File: src/rtl/eth_rx_payload_decoder.sv
`timescale 1ns/1ps
// eth_rx_payload_decoder
// Parses the Ethernet header from an 8-bit AXI-Stream RX path, filters on
// destination MAC and EtherType, strips the header and packs the payload
// into OUT_BYTES-wide words with tkeep. Flags payload length violations on
// the tlast beat (tuser) and keeps saturating accept/drop counters.
//
// Optional feature macro: RX_DECODE_VLAN_EN (802.1Q tag parsing/stripping).
//
// Ports:
//   axi_tclk, axi_tresetn        clock, synchronous active-low reset
//   enable_rx_decode             decode enable, sampled on a frame's first byte
//   rx_axis_*                    8-bit RX stream in (tready is an output)
//   tdata/tkeep/tvalid/tlast/tuser/tready   packed payload stream out
//   frames_ok, frames_dropped    saturating frame counters
module eth_rx_payload_decoder #(
    parameter logic [47:0] DEST_ADDR    = 48'h985aebdb066f,
    parameter logic        ACCEPT_BCAST = 1'b1,
    parameter logic [15:0] ETHERTYPE    = 16'h0022,
    parameter int          OUT_BYTES    = 4,
    parameter logic [15:0] MIN_SIZE     = 16'd46,
    parameter logic [15:0] MAX_SIZE     = 16'd1500,
    parameter logic [11:0] VLAN_ID      = 12'd2,
    parameter int          CNT_WIDTH    = 16
) (
    input  logic                   axi_tclk,
    input  logic                   axi_tresetn,
    input  logic                   enable_rx_decode,
    input  logic [7:0]             rx_axis_tdata,
    input  logic                   rx_axis_tvalid,
    input  logic                   rx_axis_tlast,
    output logic                   rx_axis_tready,
    output logic [8*OUT_BYTES-1:0] tdata,
    output logic [OUT_BYTES-1:0]   tkeep,
    output logic                   tvalid,
    output logic                   tlast,
    output logic                   tuser,
    input  logic                   tready,
    output logic [CNT_WIDTH-1:0]   frames_ok,
    output logic [CNT_WIDTH-1:0]   frames_dropped
);

    localparam int                LANE_W    = (OUT_BYTES > 1) ? $clog2(OUT_BYTES) : 1;
    localparam logic [LANE_W-1:0] LAST_LANE = LANE_W'(OUT_BYTES - 1);

    typedef enum logic [1:0] {ST_IDLE, ST_HDR, ST_PAYLOAD, ST_DROP} state_t;

    state_t                   state_r, state_nx;
    logic                     quiet_r;      // current input frame was cut by reset: drop uncounted
    logic [4:0]               hdr_cnt_r;
    logic [47:0]              dest_r;
    logic [7:0]               type_hi_r;
    logic [LANE_W-1:0]        lane_r;
    logic [15:0]              pay_cnt_r;
    logic [OUT_BYTES-1:0][7:0] acc_r;

    logic                     rx_fire_s, load_s, inc_ok_s, inc_drop_s;
    logic                     dest_ok_s, type_ok_s, len_err_s;
    logic [15:0]              type_s, cnt_inc_s;
    logic [8*OUT_BYTES-1:0]   word_s;
    logic [OUT_BYTES-1:0]     keep_s;

`ifdef RX_DECODE_VLAN_EN
    logic [3:0]               vid_hi_r;
    logic [7:0]               vid_lo_r;
    logic [7:0]               inner_hi_r;
    logic                     vlan_ok_s;
`endif

    function automatic logic [CNT_WIDTH-1:0] sat_inc(input logic [CNT_WIDTH-1:0] v);
        if (v == {CNT_WIDTH{1'b1}}) begin
            return v;
        end else begin
            return v + {{(CNT_WIDTH-1){1'b0}}, 1'b1};
        end
    endfunction

    function automatic logic type_match(input logic [15:0] t);
        return (ETHERTYPE == 16'h0000) || (t == ETHERTYPE);
    endfunction

    // Header match terms, payload length and the word to be emitted
    always_comb begin
        rx_fire_s = rx_axis_tvalid & rx_axis_tready;
        type_s    = {type_hi_r, rx_axis_tdata};
        dest_ok_s = (dest_r == DEST_ADDR) || (ACCEPT_BCAST && (dest_r == {48{1'b1}}));
        type_ok_s = type_match(type_s);
`ifdef RX_DECODE_VLAN_EN
        vlan_ok_s = ({vid_hi_r, vid_lo_r} == VLAN_ID) && type_match({inner_hi_r, rx_axis_tdata});
`endif
        cnt_inc_s = (pay_cnt_r == 16'hffff) ? 16'hffff : pay_cnt_r + 16'd1;
        len_err_s = (cnt_inc_s < MIN_SIZE) || (cnt_inc_s > MAX_SIZE);
        word_s    = '0;
        keep_s    = '0;
        for (int i = 0; i < OUT_BYTES; i++) begin
            // lanes below the current one come from the accumulator, the
            // current byte bypasses it, unused upper lanes are zeroed
            if (i < int'(lane_r)) begin
                word_s[8*i +: 8] = acc_r[i];
            end else if (i == int'(lane_r)) begin
                word_s[8*i +: 8] = rx_axis_tdata;
            end else begin
                word_s[8*i +: 8] = 8'h00;
            end
            keep_s[i] = (i <= int'(lane_r));
        end
    end

    // Next-state, input ready and per-byte events
    always_comb begin
        state_nx       = state_r;
        rx_axis_tready = 1'b1;
        load_s         = 1'b0;
        inc_ok_s       = 1'b0;
        inc_drop_s     = 1'b0;
        case (state_r)
            ST_IDLE: begin
                if (rx_fire_s) begin
                    if (rx_axis_tlast) begin
                        state_nx   = ST_IDLE;
                        inc_drop_s = ~quiet_r;
                    end else if (quiet_r || !enable_rx_decode) begin
                        state_nx = ST_DROP;
                    end else begin
                        state_nx = ST_HDR;
                    end
                end else begin
                    state_nx = ST_IDLE;
                end
            end
            ST_HDR: begin
                if (rx_fire_s) begin
                    if (rx_axis_tlast) begin
                        state_nx   = ST_IDLE;
                        inc_drop_s = 1'b1;
                    end else if (hdr_cnt_r == 5'd13) begin
`ifdef RX_DECODE_VLAN_EN
                        if (type_s == 16'h8100) begin
                            state_nx = ST_HDR;
                        end else if (dest_ok_s && type_ok_s) begin
                            state_nx = ST_PAYLOAD;
                        end else begin
                            state_nx = ST_DROP;
                        end
                    end else if (hdr_cnt_r == 5'd17) begin
                        if (dest_ok_s && vlan_ok_s) begin
                            state_nx = ST_PAYLOAD;
                        end else begin
                            state_nx = ST_DROP;
                        end
`else
                        if (dest_ok_s && type_ok_s) begin
                            state_nx = ST_PAYLOAD;
                        end else begin
                            state_nx = ST_DROP;
                        end
`endif
                    end else begin
                        state_nx = ST_HDR;
                    end
                end else begin
                    state_nx = ST_HDR;
                end
            end
            ST_PAYLOAD: begin
                // a byte is only taken when the output register can take a word
                rx_axis_tready = ~tvalid | tready;
                if (rx_fire_s) begin
                    load_s = (lane_r == LAST_LANE) || rx_axis_tlast;
                    if (rx_axis_tlast) begin
                        state_nx   = ST_IDLE;
                        inc_ok_s   = ~len_err_s;
                        inc_drop_s = len_err_s;
                    end else begin
                        state_nx = ST_PAYLOAD;
                    end
                end else begin
                    state_nx = ST_PAYLOAD;
                end
            end
            ST_DROP: begin
                if (rx_fire_s && rx_axis_tlast) begin
                    state_nx   = ST_IDLE;
                    inc_drop_s = ~quiet_r;
                end else begin
                    state_nx = ST_DROP;
                end
            end
            default: begin
                state_nx = ST_IDLE;
            end
        endcase
    end

    // State register; reset remembers whether it interrupted a frame
    always_ff @(posedge axi_tclk) begin
        if (!axi_tresetn) begin
            state_r <= ST_IDLE;
            quiet_r <= (quiet_r || (state_r != ST_IDLE)) && !(rx_fire_s && rx_axis_tlast);
        end else begin
            state_r <= state_nx;
            if (rx_fire_s && rx_axis_tlast) begin
                quiet_r <= 1'b0;
            end
        end
    end

    // Header byte counter and field capture
    always_ff @(posedge axi_tclk) begin
        if (!axi_tresetn) begin
            hdr_cnt_r  <= 5'd0;
            dest_r     <= 48'h0;
            type_hi_r  <= 8'h00;
`ifdef RX_DECODE_VLAN_EN
            vid_hi_r   <= 4'h0;
            vid_lo_r   <= 8'h00;
            inner_hi_r <= 8'h00;
`endif
        end else if (rx_fire_s && (state_r == ST_IDLE)) begin
            hdr_cnt_r <= 5'd1;
            dest_r    <= {dest_r[39:0], rx_axis_tdata};
        end else if (rx_fire_s && (state_r == ST_HDR)) begin
            hdr_cnt_r <= hdr_cnt_r + 5'd1;
            if (hdr_cnt_r < 5'd6) begin
                dest_r <= {dest_r[39:0], rx_axis_tdata};
            end
            if (hdr_cnt_r == 5'd12) begin
                type_hi_r <= rx_axis_tdata;
            end
`ifdef RX_DECODE_VLAN_EN
            if (hdr_cnt_r == 5'd14) begin
                vid_hi_r <= rx_axis_tdata[3:0];
            end
            if (hdr_cnt_r == 5'd15) begin
                vid_lo_r <= rx_axis_tdata;
            end
            if (hdr_cnt_r == 5'd16) begin
                inner_hi_r <= rx_axis_tdata;
            end
`endif
        end
    end

    // Payload lane/length tracking and byte accumulator
    always_ff @(posedge axi_tclk) begin
        if (!axi_tresetn) begin
            lane_r    <= {LANE_W{1'b0}};
            pay_cnt_r <= 16'd0;
            acc_r     <= '0;
        end else if ((state_r == ST_HDR) && (state_nx == ST_PAYLOAD)) begin
            lane_r    <= {LANE_W{1'b0}};
            pay_cnt_r <= 16'd0;
        end else if (rx_fire_s && (state_r == ST_PAYLOAD)) begin
            acc_r[lane_r] <= rx_axis_tdata;
            pay_cnt_r     <= cnt_inc_s;
            if ((lane_r == LAST_LANE) || rx_axis_tlast) begin
                lane_r <= {LANE_W{1'b0}};
            end else begin
                lane_r <= lane_r + LANE_W'(1);
            end
        end
    end

    // Output register: load a word, or retire the held one on tready
    always_ff @(posedge axi_tclk) begin
        if (!axi_tresetn) begin
            tdata  <= '0;
            tkeep  <= '0;
            tvalid <= 1'b0;
            tlast  <= 1'b0;
            tuser  <= 1'b0;
        end else if (load_s) begin
            tdata  <= word_s;
            tkeep  <= keep_s;
            tvalid <= 1'b1;
            tlast  <= rx_axis_tlast;
            tuser  <= rx_axis_tlast && len_err_s;
        end else if (tvalid && tready) begin
            tvalid <= 1'b0;
            tlast  <= 1'b0;
            tuser  <= 1'b0;
        end
    end

    // Saturating frame counters
    always_ff @(posedge axi_tclk) begin
        if (!axi_tresetn) begin
            frames_ok      <= '0;
            frames_dropped <= '0;
        end else begin
            if (inc_ok_s) begin
                frames_ok <= sat_inc(frames_ok);
            end
            if (inc_drop_s) begin
                frames_dropped <= sat_inc(frames_dropped);
            end
        end
    end

endmodule

File: config.mk
export PLATFORM = sky130hd
export DESIGN_NAME = eth_rx_payload_decoder
export DESIGN_NICKNAME = d
export VERILOG_FILES = /design/src/rtl/eth_rx_payload_decoder.sv
export SDC_FILE = /design/constraint.sdc
export NUM_CORES = 1
export LEC_CHECK = 0
export ABC_AREA = 1
export BUFFER_PORTS_ARGS = -buffer_cell sky130_fd_sc_hd__buf_2
export CELL_PAD_IN_SITES_DETAIL_PLACEMENT = 1
export CELL_PAD_IN_SITES_GLOBAL_PLACEMENT = 1
export CORE_MARGIN = 4
export CORE_UTILIZATION = 46
export CTS_CLUSTER_DIAMETER = 200
export DETAILED_ROUTE_END_ITERATION = 8
export HOLD_SLACK_MARGIN = 0.05
export PLACE_DENSITY = 0.86
export SLEW_MARGIN = 20
export SYNTH_ARGS = -nofsm -noshare
export SYNTH_HDL_FRONTEND = slang
export SYNTH_SLANG_ARGS = --single-unit
export TNS_END_PERCENT = 20
File: constraint.sdc
create_clock -name axi_tclk -period 7.15 [get_ports axi_tclk]
set_clock_uncertainty 0.1 [all_clocks]
set_input_delay 1.0725 -clock axi_tclk [delete_from_list [all_inputs] [get_ports axi_tclk]]
set_output_delay 1.0725 -clock axi_tclk [all_outputs]
set_load 0.05 [all_outputs]
==> summary.txt, run 1 <==
Status - finished clean
Required time of the critical path - 7.42 ns
Ranking of synthesized cells by area - dfxtp_1 42%, nor2_1 9.1%, nand2_1 8.0%
Async SR Flop Fraction - 0%
CTS Buf Count - 17
Syn nets - 1197
Largest net degree at the start of global routing - 120
Full die area - 20300 µm²
DIE WIDTH - 142 µm
Top-count cell post-synth - nor2_1
Clk slew on worst S/H paths - 0.08 ns
# rows - 48
Sequential fraction of the synthesis area - 42.8%
Tot GR Track Use - 25.4%
Hold WS - 0.356 ns
Psw - 639 µW
Via density - 5.61
Initial Utilization - 47.5%
Worst-Skew Late Latency - 0.45 ns
Total clock sinks - 177
Top post-synthesis cells by count - 201 x nor2_1, 176 x dfxtp_1, 176 x nand2_1
Pwr Density - 236 nW/µm²
Synth Register Bits - 177
Clock share of power - 43.0%
Worst Hold Class - register to register
Reg power frac - 47.9%
DP HPWL - 16700 µm
Post-CTS sizing - 0
Comb power frac - 9.1%
Largest area contributor in the netlist - dfxtp_1
Gpl congestion - 0.858
Initial antenna violation count - 0
Syn Std Cell Area - 8300 µm²
Worst Setup Start Kind - input pin
Measured slew at the worst slew-check pin - 1.07 ns
CTS H-Tree Depth - 4
Final WL - 25100 µm
Core ar. - 17500 µm²
Number of global-route vias before repair - 8450
Share of cells above drive strength 1 - 12.6%
ANT nets after route - 0
Maximum buffer depth of the clock tree - 2
Final nets - 1249
Worst-path fanout max - 52
# hold bufs at CTS - 0
Setup Crit Path Kind - input pin to register
First-pass GRT wire length - 42200 µm
Dominant synthesized flop cell - dfxtp_1
Normalized max-slew margin - 28.9%
DRT Pass-1 Iters - 5
Minimum clock period - 4.00 ns
Worst VDD drop - 0.193 mV
Max-cap violations - 0
Synth cell types - 43
Final number of setup-violating endpoints - 0
Antenna diodes - 0
Max-slew violations - 0
Setup crit end kind - register
Static leakage power - 3.76 nW
Mean Syn Cell Area - 7.08 µm²
RSZ-0062 raised after global routing - false
Endpoints failing hold - 0
Final period util - 55.9%
Cell count after synthesis - 1172
Setup TNS - 0 ns
Post-synth EDFFs - 1
Area growth, synth to finish - 13.4%
Routed len/inst - 17.2 µm
Arrival @ worst endpoint - 4.27 ns
# fillers - 2309
Die Ht - 142 µm
Switch share - 28.7%
IO Pins - 86
Cell Int Power - 1.58 mW
Port Buffers - 85
Setup bufs post-CTS - 0
Root Driver - clkbuf_16
GRT overflow - 0
Fmax - 250 MHz
DRC - 0
Warnings from Yosys - 0
Initial DRC count - 384
Top cell type's share of synthesized area - 42.5%
CTS tree - yes
Via count - 8204
[area by class of cell]
| class | count | area, µm² | share of cell area [%] |
|---|---|---|---|
| Multi-Input combinational cell | 836 | 4130 | 43.9 |
| Sequential cell | 177 | 3550 | 37.8 |
| Timing Repair Buffer | 91 | 470 | 5.00 |
| Clock buffer | 17 | 425 | 4.52 |
| Inverter | 101 | 380 | 4.04 |
| Tap cell | 225 | 282 | 2.99 |
| Clock inverter | 15 | 169 | 1.79 |
[cells by family (layout without fill, tap and decap cells)]
family | after synthesis | count (layout) | synth area share [%]
compound gates | 258 | 258 | 16.1
xor+xnor | 18 | 18 | 1.90
fa+ha+maj | 11 | 11 | 1.66
buf+inv | 159 | 224 | 7.40
flops | 177 | 177 | 42.8
simple gates | 549 | 549 | 30.2
[layer usage]
layer | wire (µm) | vias up | track usage, % | part of all wire [%]
li1 | - | 3995 | - | -
met1 | 11300 | 4007 | 33.4 | 45
met2 | 12300 | 157 | 42.5 | 49
met3 | 1060 | 45 | 4.23 | 4.2
met4 | 505 | 0 | 8.65 | 2.0
met5 | 0 | - | 0 | 0
[state kept, by name, indices dropped and copies added (netlist names), 2 cells and up]
| name | flops |
|---|---|
| tkeep | 4 |
| lane_r | 2 |
| frames_ok | 16 |
| tdata | 32 |
| dest_r | 48 |
| acc_r | 24 |
| hdr_cnt_r | 5 |
| frames_dropped | 16 |
| state_r | 2 |
| pay_cnt_r | 16 |
| type_hi_r | 8 |
[critical path, cell delays in order]
cell	delay, ns
buf_2	0.09
inv_1	0.04
nand3_1	0.09
nand2_1	0.12
inv_1	0.12
nand2_1	0.37
inv_1	0.83
nand2_1	0.47
clkinv_1	0.19
buf_4	0.45
o21ai_0	0.16
a31oi_1	0.23
[placed cells by master, fill, tap and decap left out, types with 4 or more instances in the layout]
cell and count:
dfxtp_1 176, nand3_1 64, buf_4 6, nand2_2 4, nand2_1 176, clkinv_1 4
nor2_2 8, inv_8 4, xor2_1 13, nor4_1 10, o21ai_0 129, clkbuf_16 17
nor3_1 25, nor2_1 201, a31oi_1 20, inv_6 4, o21ai_1 4, a21oi_1 99
nand3_4 4, inv_1 94, xnor2_1 5, buf_2 85, nand4_1 40, ha_1 11
nor2_4 5
[metrics by stage]
stage | setup slack, ns | area (µm²) | util (%) | cells | total power, mW
2_1_floorplan | 4.04 | 8300 | - | 1172 | 1.23
3_3_place_gp | 3.02 | 8820 | 50.5 | 1430 | 1.28
3_5_place_dp | 2.77 | 8820 | 50.5 | 1430 | 1.29
4_1_cts | 3.18 | 9410 | 53.9 | 1462 | 2.23
5_1_grt | 2.79 | 9410 | 53.9 | 1462 | 2.31
6_report | 3.15 | 9410 | 53.9 | 1462 | 2.22
[power by group through the flow]
stage / Clock, mW / Combinational (mW) / Sequential [mW]
2_1_floorplan: 0 / 0.138 / 1.09
3_3_place_gp: 0 / 0.193 / 1.09
3_5_place_dp: 0 / 0.200 / 1.09
4_1_cts: 0.967 / 0.202 / 1.07
5_1_grt: 1.01 / 0.230 / 1.07
6_report: 0.957 / 0.202 / 1.07
[worst paths after layout]
path	slack (ns)	endpoint	cells after the start	start
min reg2reg	0.36	acc_r[0]	2	acc_r[0]
max reg2reg	3.31	tdata[21]	12	state_r[1]
min	0.36	acc_r[0]	2	acc_r[0]
max	3.15	tdata[21]	12	tready
No activity file was read; power rests on OpenSTA's default activity.
==> run 2: changes to the inputs <==
--- a/config.mk
+++ b/config.mk
@@ -10,11 +10,11 @@
 export CELL_PAD_IN_SITES_DETAIL_PLACEMENT = 1
 export CELL_PAD_IN_SITES_GLOBAL_PLACEMENT = 1
 export CORE_MARGIN = 4
-export CORE_UTILIZATION = 46
+export CORE_UTILIZATION = 39
 export CTS_CLUSTER_DIAMETER = 200
 export DETAILED_ROUTE_END_ITERATION = 8
 export HOLD_SLACK_MARGIN = 0.05
-export PLACE_DENSITY = 0.86
+export PLACE_DENSITY = 0.78
 export SLEW_MARGIN = 20
 export SYNTH_ARGS = -nofsm -noshare
 export SYNTH_HDL_FRONTEND = slang
==> constraint.sdc (replaced) <==
create_clock -name axi_tclk -period 3.4 [get_ports axi_tclk]
set_clock_uncertainty 0.1 [all_clocks]
set_input_delay 0.51 -clock axi_tclk [delete_from_list [all_inputs] [get_ports axi_tclk]]
set_output_delay 0.51 -clock axi_tclk [all_outputs]
set_load 0.05 [all_outputs]
==> summary.txt, run 2 (synthesized netlist as in run 1, its figures left out) <==
Status - finished clean
RSZ-0062 raised after global routing - false
Pwr Density - 481 nW/µm² (+100%)
# fillers - 2753 (+19%)
Maximum buffer depth of the clock tree - 2 (unchanged)
GRT overflow - 0 (unchanged)
Final nets - 1258 (+0.72%)
Root Driver - clkbuf_16
DRC - 0 (unchanged)
Register area - 3550 µm² (unchanged)
Final core occ - 45.5% (-8.4 points)
Worst Hold Class - input pin to register
Antenna diodes - 0 (unchanged)
Via count - 8036 (-2.0%)
Routed len/inst - 15.9 µm (-7.3%)
Endpoints failing hold - 0 (unchanged)
PnR worst setup slack - 0.608 ns (-2.54 ns)
Max-slew violations - 0 (unchanged)
Total clock sinks - 177 (unchanged)
Clk slew on worst S/H paths - 0.07 ns (about the same)
# rows - 53 (+10%)
Gpl congestion - 0.837 (-2.4%)
DRT Pass-1 Iters - 4 (-1)
Number of global-route vias before repair - 8080 (-4.4%)
Measured slew at the worst slew-check pin - 0.595 ns (-0.470 ns)
Total power - 4.58 mW (+110%)
Tot GR Track Use - 20.6% (-4.8 points)
Post-CTS sizing - 0 (unchanged)
Most frequent cells in the layout - 201 x nor2_1, 176 x nand2_1, 176 x dfxtp_1
Hold WS - 0.297 ns (-0.0593 ns)
Worst-path fanout max - 19 (-63%)
First-pass GRT wire length - 40600 µm (-3.7%)
Share of cells above drive strength 1 - 13.2% (+0.55 points)
# hold bufs at CTS - 0 (unchanged)
Core ar. - 21000 µm² (+20%)
Worst VDD drop - 0.377 mV (+96%)
CTS Buf Count - 17 (unchanged)
IO Pins - 86 (unchanged)
CTS H-Tree Depth - 4 (unchanged)
Setup bufs post-CTS - 0 (unchanged)
Largest regs - dest_r x48, tdata x32, acc_r x24
Post-Place Setup Slack - 0.643 ns (-2.12 ns)
Normalized max-slew margin - 60.0% (+31 points)
Setup crit end kind - register
Die Ht - 154 µm (+8.1%)
Final period util - 82.1%
Max reg flops - 48 (unchanged)
Multi-input combinational cell area - 4130 µm² (unchanged)
Setup Crit Path Kind - register to register
Initial Utilization - 39.6% (-7.9 points)
Arrival @ worst endpoint - 3.07 ns (-1.20 ns)
Area after DPL - 8960 µm² (+1.6%)
Initial antenna violation count - 0 (unchanged)
Initial DRC count - 448 (+17%)
Final WL - 24200 µm (-3.6%)
Final Non-Filler Cells - 1521 (+4.0%)
Full die area - 23700 µm² (+17%)
Commonest non-fill, non-tap cell in the layout - nor2_1
Largest net degree at the start of global routing - 116 (-3.3%)
Worst Setup Start Kind - register
Largest Register - dest_r
Via density - 5.28 (-5.8%)
Setup TNS - 0 ns (unchanged)
DP HPWL - 17000 µm (+1.7%)
Post-Place Cells - 1489 (+4.1%)
ANT nets after route - 0 (unchanged)
Worst-Skew Late Latency - 0.44 ns (about the same)
Final number of setup-violating endpoints - 0 (unchanged)
Required time of the critical path - 3.67 ns (-3.75 ns)
Minimum clock period - 2.79 ns
Area growth, synth to finish - 14.9%
Fmax - 358 MHz
CTS tree - yes
Finished layout cell area - 9530 µm² (+1.3%)
Max-cap violations - 0 (unchanged)
Port Buffers - 85 (unchanged)
DIE WIDTH - 154 µm (+8.1%)
Static leakage power - 3.79 nW (+0.91%)
[run 2: changes by cell type in the layout (fill, tap and decap cells not counted), sizes merged]
| cell | delta |
|---|---|
| buf | +9 |
| bufinv | -1 |
| clkbuf | +1 |
| clkinv | +1 |
| inv | -1 |
[run 2: cell type report]
type	instances	area share [%]
multi-input combinational	836	43.3
sequential	177	37.3
timing repair buffer	100	5.78
clock buffer	18	4.50
inverter	101	3.99
tap	275	3.61
clock inverter	14	1.51
[run 2: worst paths after layout]
check,startpoint,end,slack [ns],cells after the start
worst max-delay path,pay_cnt_r[0],frames_dropped[3],0.61,16
worst min-delay path,rx_axis_tdata[2],tdata[26],0.30,3
worst max register to register,pay_cnt_r[0],frames_dropped[3],0.61,16
worst min register to register,acc_r[5],acc_r[5],0.36,2
[run 2: where the power goes]
part	total, mW	switching (mW)	internal [mW]	leakage, nW
logic	0.431	0.304	0.127	2.07
registers	2.24	0.0756	2.16	1.44
clock network	1.91	0.938	0.977	0.277
total	4.58	1.32	3.27	3.79
[run 2: worst max-delay path: stages, from the launching register on]
cell      delay (ns)
dfxtp_1         0.44
ha_1            0.27
nand3_4         0.13
clkinv_2        0.12
nand2_4         0.09
nor2_4          0.09
nand2_1         0.05
nand2_1         0.14
inv_1           0.08
nor2_1          0.09
nand2_1         0.12
nand3b_4        0.23
nand3_4         0.20
nand3_4         0.23
o21ai_1         0.19
nand2_1         0.06
nor2_1          0.09
[run 2: routing by layer]
metal | vias up | GRT usage (%) | share of wire [%]
li1 | 4032 | - | -
met1 | 3900 | 28.0 | 48
met2 | 90 | 34.6 | 48
met3 | 14 | 3.83 | 3.2
met4 | 0 | 4.12 | 0.75
met5 | - | 0 | 0
==> run 3: changes to the inputs <==
--- a/config.mk
+++ b/config.mk
@@ -10,11 +10,11 @@
 export CELL_PAD_IN_SITES_DETAIL_PLACEMENT = 1
 export CELL_PAD_IN_SITES_GLOBAL_PLACEMENT = 1
 export CORE_MARGIN = 4
-export CORE_UTILIZATION = 39
+export CORE_UTILIZATION = 43
 export CTS_CLUSTER_DIAMETER = 200
 export DETAILED_ROUTE_END_ITERATION = 8
 export HOLD_SLACK_MARGIN = 0.05
-export PLACE_DENSITY = 0.78
+export PLACE_DENSITY = 0.81
 export SLEW_MARGIN = 20
 export SYNTH_ARGS = -nofsm -noshare
 export SYNTH_HDL_FRONTEND = slang
==> constraint.sdc (replaced) <==
create_clock -name axi_tclk -period 2.8 [get_ports axi_tclk]
set_clock_uncertainty 0.1 [all_clocks]
set_input_delay 0.42 -clock axi_tclk [delete_from_list [all_inputs] [get_ports axi_tclk]]
set_output_delay 0.42 -clock axi_tclk [all_outputs]
set_load 0.05 [all_outputs]
==> summary.txt, run 3 (synthesized netlist as in run 1, its figures left out) <==
Root Driver - clkbuf_16
Initial DRC count - 531 (+19%)
Normalized max-slew margin - 47.2% (-13 points)
Required time of the critical path - 3.02 ns (-0.65 ns)
Worst path cell trace - nand2_1, inv_1, nand2_2, nor2_1, nand2_2, nand3_2, inv_1, nor3_1, nand2_1, nand2_2, nand2_4, nand3_4, nand3_4, buf_4, o21ai_0, a21oi_1
Largest Register - dest_r
Full die area - 21600 µm² (-8.8%)
Most frequent cells in the layout - 198 x nor2_1, 172 x nand2_1, 167 x dfxtp_1
Family with the most delay on the worst path - simple AND/OR/NAND/NOR gates
Cell Int Power - 4.05 mW (+24%)
Area growth, synth to finish - 16.7%
ANT nets after route - 0 (unchanged)
Final WL - 24600 µm (+1.7%)
Reg power frac - 48.7% (about the same)
DIE WIDTH - 147 µm (-4.5%)
Setup Crit Path Kind - register to register
# hold bufs at CTS - 0 (unchanged)
Fmax - 393 MHz (+9.7%)
Initial antenna violation count - 0 (unchanged)
Maximum buffer depth of the clock tree - 2 (unchanged)
DRT Pass-1 Iters - 4 (unchanged)
Total clock sinks - 177 (unchanged)
Worst VDD drop - 0.427 mV (+13%)
Status - finished clean
Max reg flops - 48 (unchanged)
First-pass GRT wire length - 40700 µm (+0.15%)
CP Buf/Inv Count - 3 (+1)
Final number of setup-violating endpoints - 0 (unchanged)
IO Pins - 86 (unchanged)
Core ar. - 18800 µm² (-10%)
Clk slew on worst S/H paths - 0.07 ns (about the same)
Via count - 8161 (+1.6%)
Critical path's most frequent cell - nand2_2
Clock share of power - 41.6% (-0.2 points)
Worst Setup Start Kind - register
Static leakage power - 3.86 nW (+1.7%)
DRC - 0 (unchanged)
Comb power frac - 9.7% (+0.3 points)
Final period util - 90.9% (+8.8 points)
Max-cap violations - 0 (unchanged)
Pwr Density - 577 nW/µm² (+20%)
Switch share - 27.5% (-1.2 points)
Worst-Skew Late Latency - 0.43 ns (about the same)
Measured slew at the worst slew-check pin - 0.793 ns (+0.197 ns)
Largest net degree at the start of global routing - 89 (-23%)
CTS tree - yes
Share of cells above drive strength 1 - 15.7% (+2.5 points)
Final core occ - 51.4% (+5.9 points)
CTS H-Tree Depth - 4 (unchanged)
Commonest non-fill, non-tap cell in the layout - nor2_1
Arrival @ worst endpoint - 2.77 ns (-0.30 ns)
Gpl congestion - 0.861 (+2.9%)
Endpoints failing hold - 0 (unchanged)
DP HPWL - 16800 µm (-1.1%)
Minimum clock period - 2.55 ns (-0.247 ns)
Critical Path Slowest Stage Cell - dfxtp_1
Worst Hold Class - input pin to register
Max incr delay on CP - 0.43 ns (about the same)
Number of global-route vias before repair - 8243 (+2.0%)
Max-slew violations - 0 (unchanged)
# rows - 50 (-5.7%)
Setup crit end kind - register
Psw - 1.54 mW (+17%)
GRT overflow - 0 (unchanged)
Routed len/inst - 16.2 µm (+1.6%)
Final nets - 1274 (+1.3%)
Port Buffers - 85 (unchanged)
Worst-path fanout max - 9 (-10)
CTS Buf Count - 17 (unchanged)
Via density - 5.36 (+1.5%)
Die Ht - 147 µm (-4.5%)
Initial Utilization - 44.1% (+4.5 points)
Largest regs - dest_r x48, tdata x32, acc_r x24
Total power - 5.59 mW (+22%)
Tot GR Track Use - 22.6% (+2.0 points)
[run 3: changes by cell type in the layout (fill, tap and decap cells not counted), sizes merged]
cell,before,now
bufinv,0,1
nand2,182,183
buf,100,114
clkinvlp,1,5
inv,103,101
clkinv,11,7
diode,0,1
nand3,70,71
[run 3: path summary, 6_finish.rpt]
path | startpoint | endpoint | slack, ns | cells past startpoint
max reg2reg | pay_cnt_r[11] | frames_dropped[5] | 0.25 | 16
min | rx_axis_tdata[3] | tdata[27] | 0.22 | 3
max | pay_cnt_r[11] | frames_dropped[5] | 0.25 | 16
min reg2reg | acc_r[1] | acc_r[1] | 0.36 | 2
[run 3: layout make-up]
type	count	area, µm²
antenna	1	2.50
clock buffer	18	439
clock inverter	13	128
fill	2476	9150
inverter	101	380
multi-input combinational	838	4190
sequential	177	3570
tap	260	325
timing repair buffer	114	656
[run 3: routing by layer]
| layer | track usage (%) | vias up | part of all wire (%) |
|---|---|---|---|
| met2 | 39.1 | 110 | 49 |
| li1 | - | 4047 | - |
| met5 | 0 | - | 0 |
| met1 | 29.6 | 3977 | 47 |
| met3 | 3.36 | 27 | 3.2 |
| met4 | 6.20 | 0 | 1.4 |
[run 3: power groups by stage]
| stage | registers [mW] | logic, mW | clock network (mW) |
|---|---|---|---|
| final | 2.72 | 0.541 | 2.33 |
| after global routing | 2.74 | 0.609 | 2.49 |
| after CTS | 2.72 | 0.530 | 2.38 |
| after detailed placement | 2.78 | 0.522 | 0 |
| after global placement | 2.77 | 0.506 | 0 |
| after floorplan | 2.78 | 0.353 | 0 |
[run 3: stage by stage]
step	setup slack [ns]	hold WS (ns)	std cells	setup TNS, ns	cell area (µm²)
after CTS	0.0558	0.200	1509	0	9540
final	0.255	0.217	1522	0	9690
after global routing	-0.00933	0.240	1521	-0.0104	9680
after global placement	0.185	0.341	1478	0	8970
after detailed placement	0.0771	0.350	1478	0	8970
after floorplan	0.188	0.330	1172	0	8300
[run 3: what timing repair did]
item                       in CTS  in global routing
buffers inserted                0                 10
setup endpoints to repair       0                 31
resized for setup               0                 22
[run 3: worst register-to-register path, stage by stage, from the launching register on]
cell and delay, ns:
dfxtp_1 0.43, nand2_1 0.14, inv_1 0.09, nand2_2 0.08, nor2_1 0.21, nand2_2 0.15
nand3_2 0.14, inv_1 0.06, nor3_1 0.13, nand2_1 0.09, nand2_2 0.09, nand2_4 0.08
nand3_4 0.14, nand3_4 0.13, buf_4 0.16, o21ai_0 0.16, a21oi_1 0.05
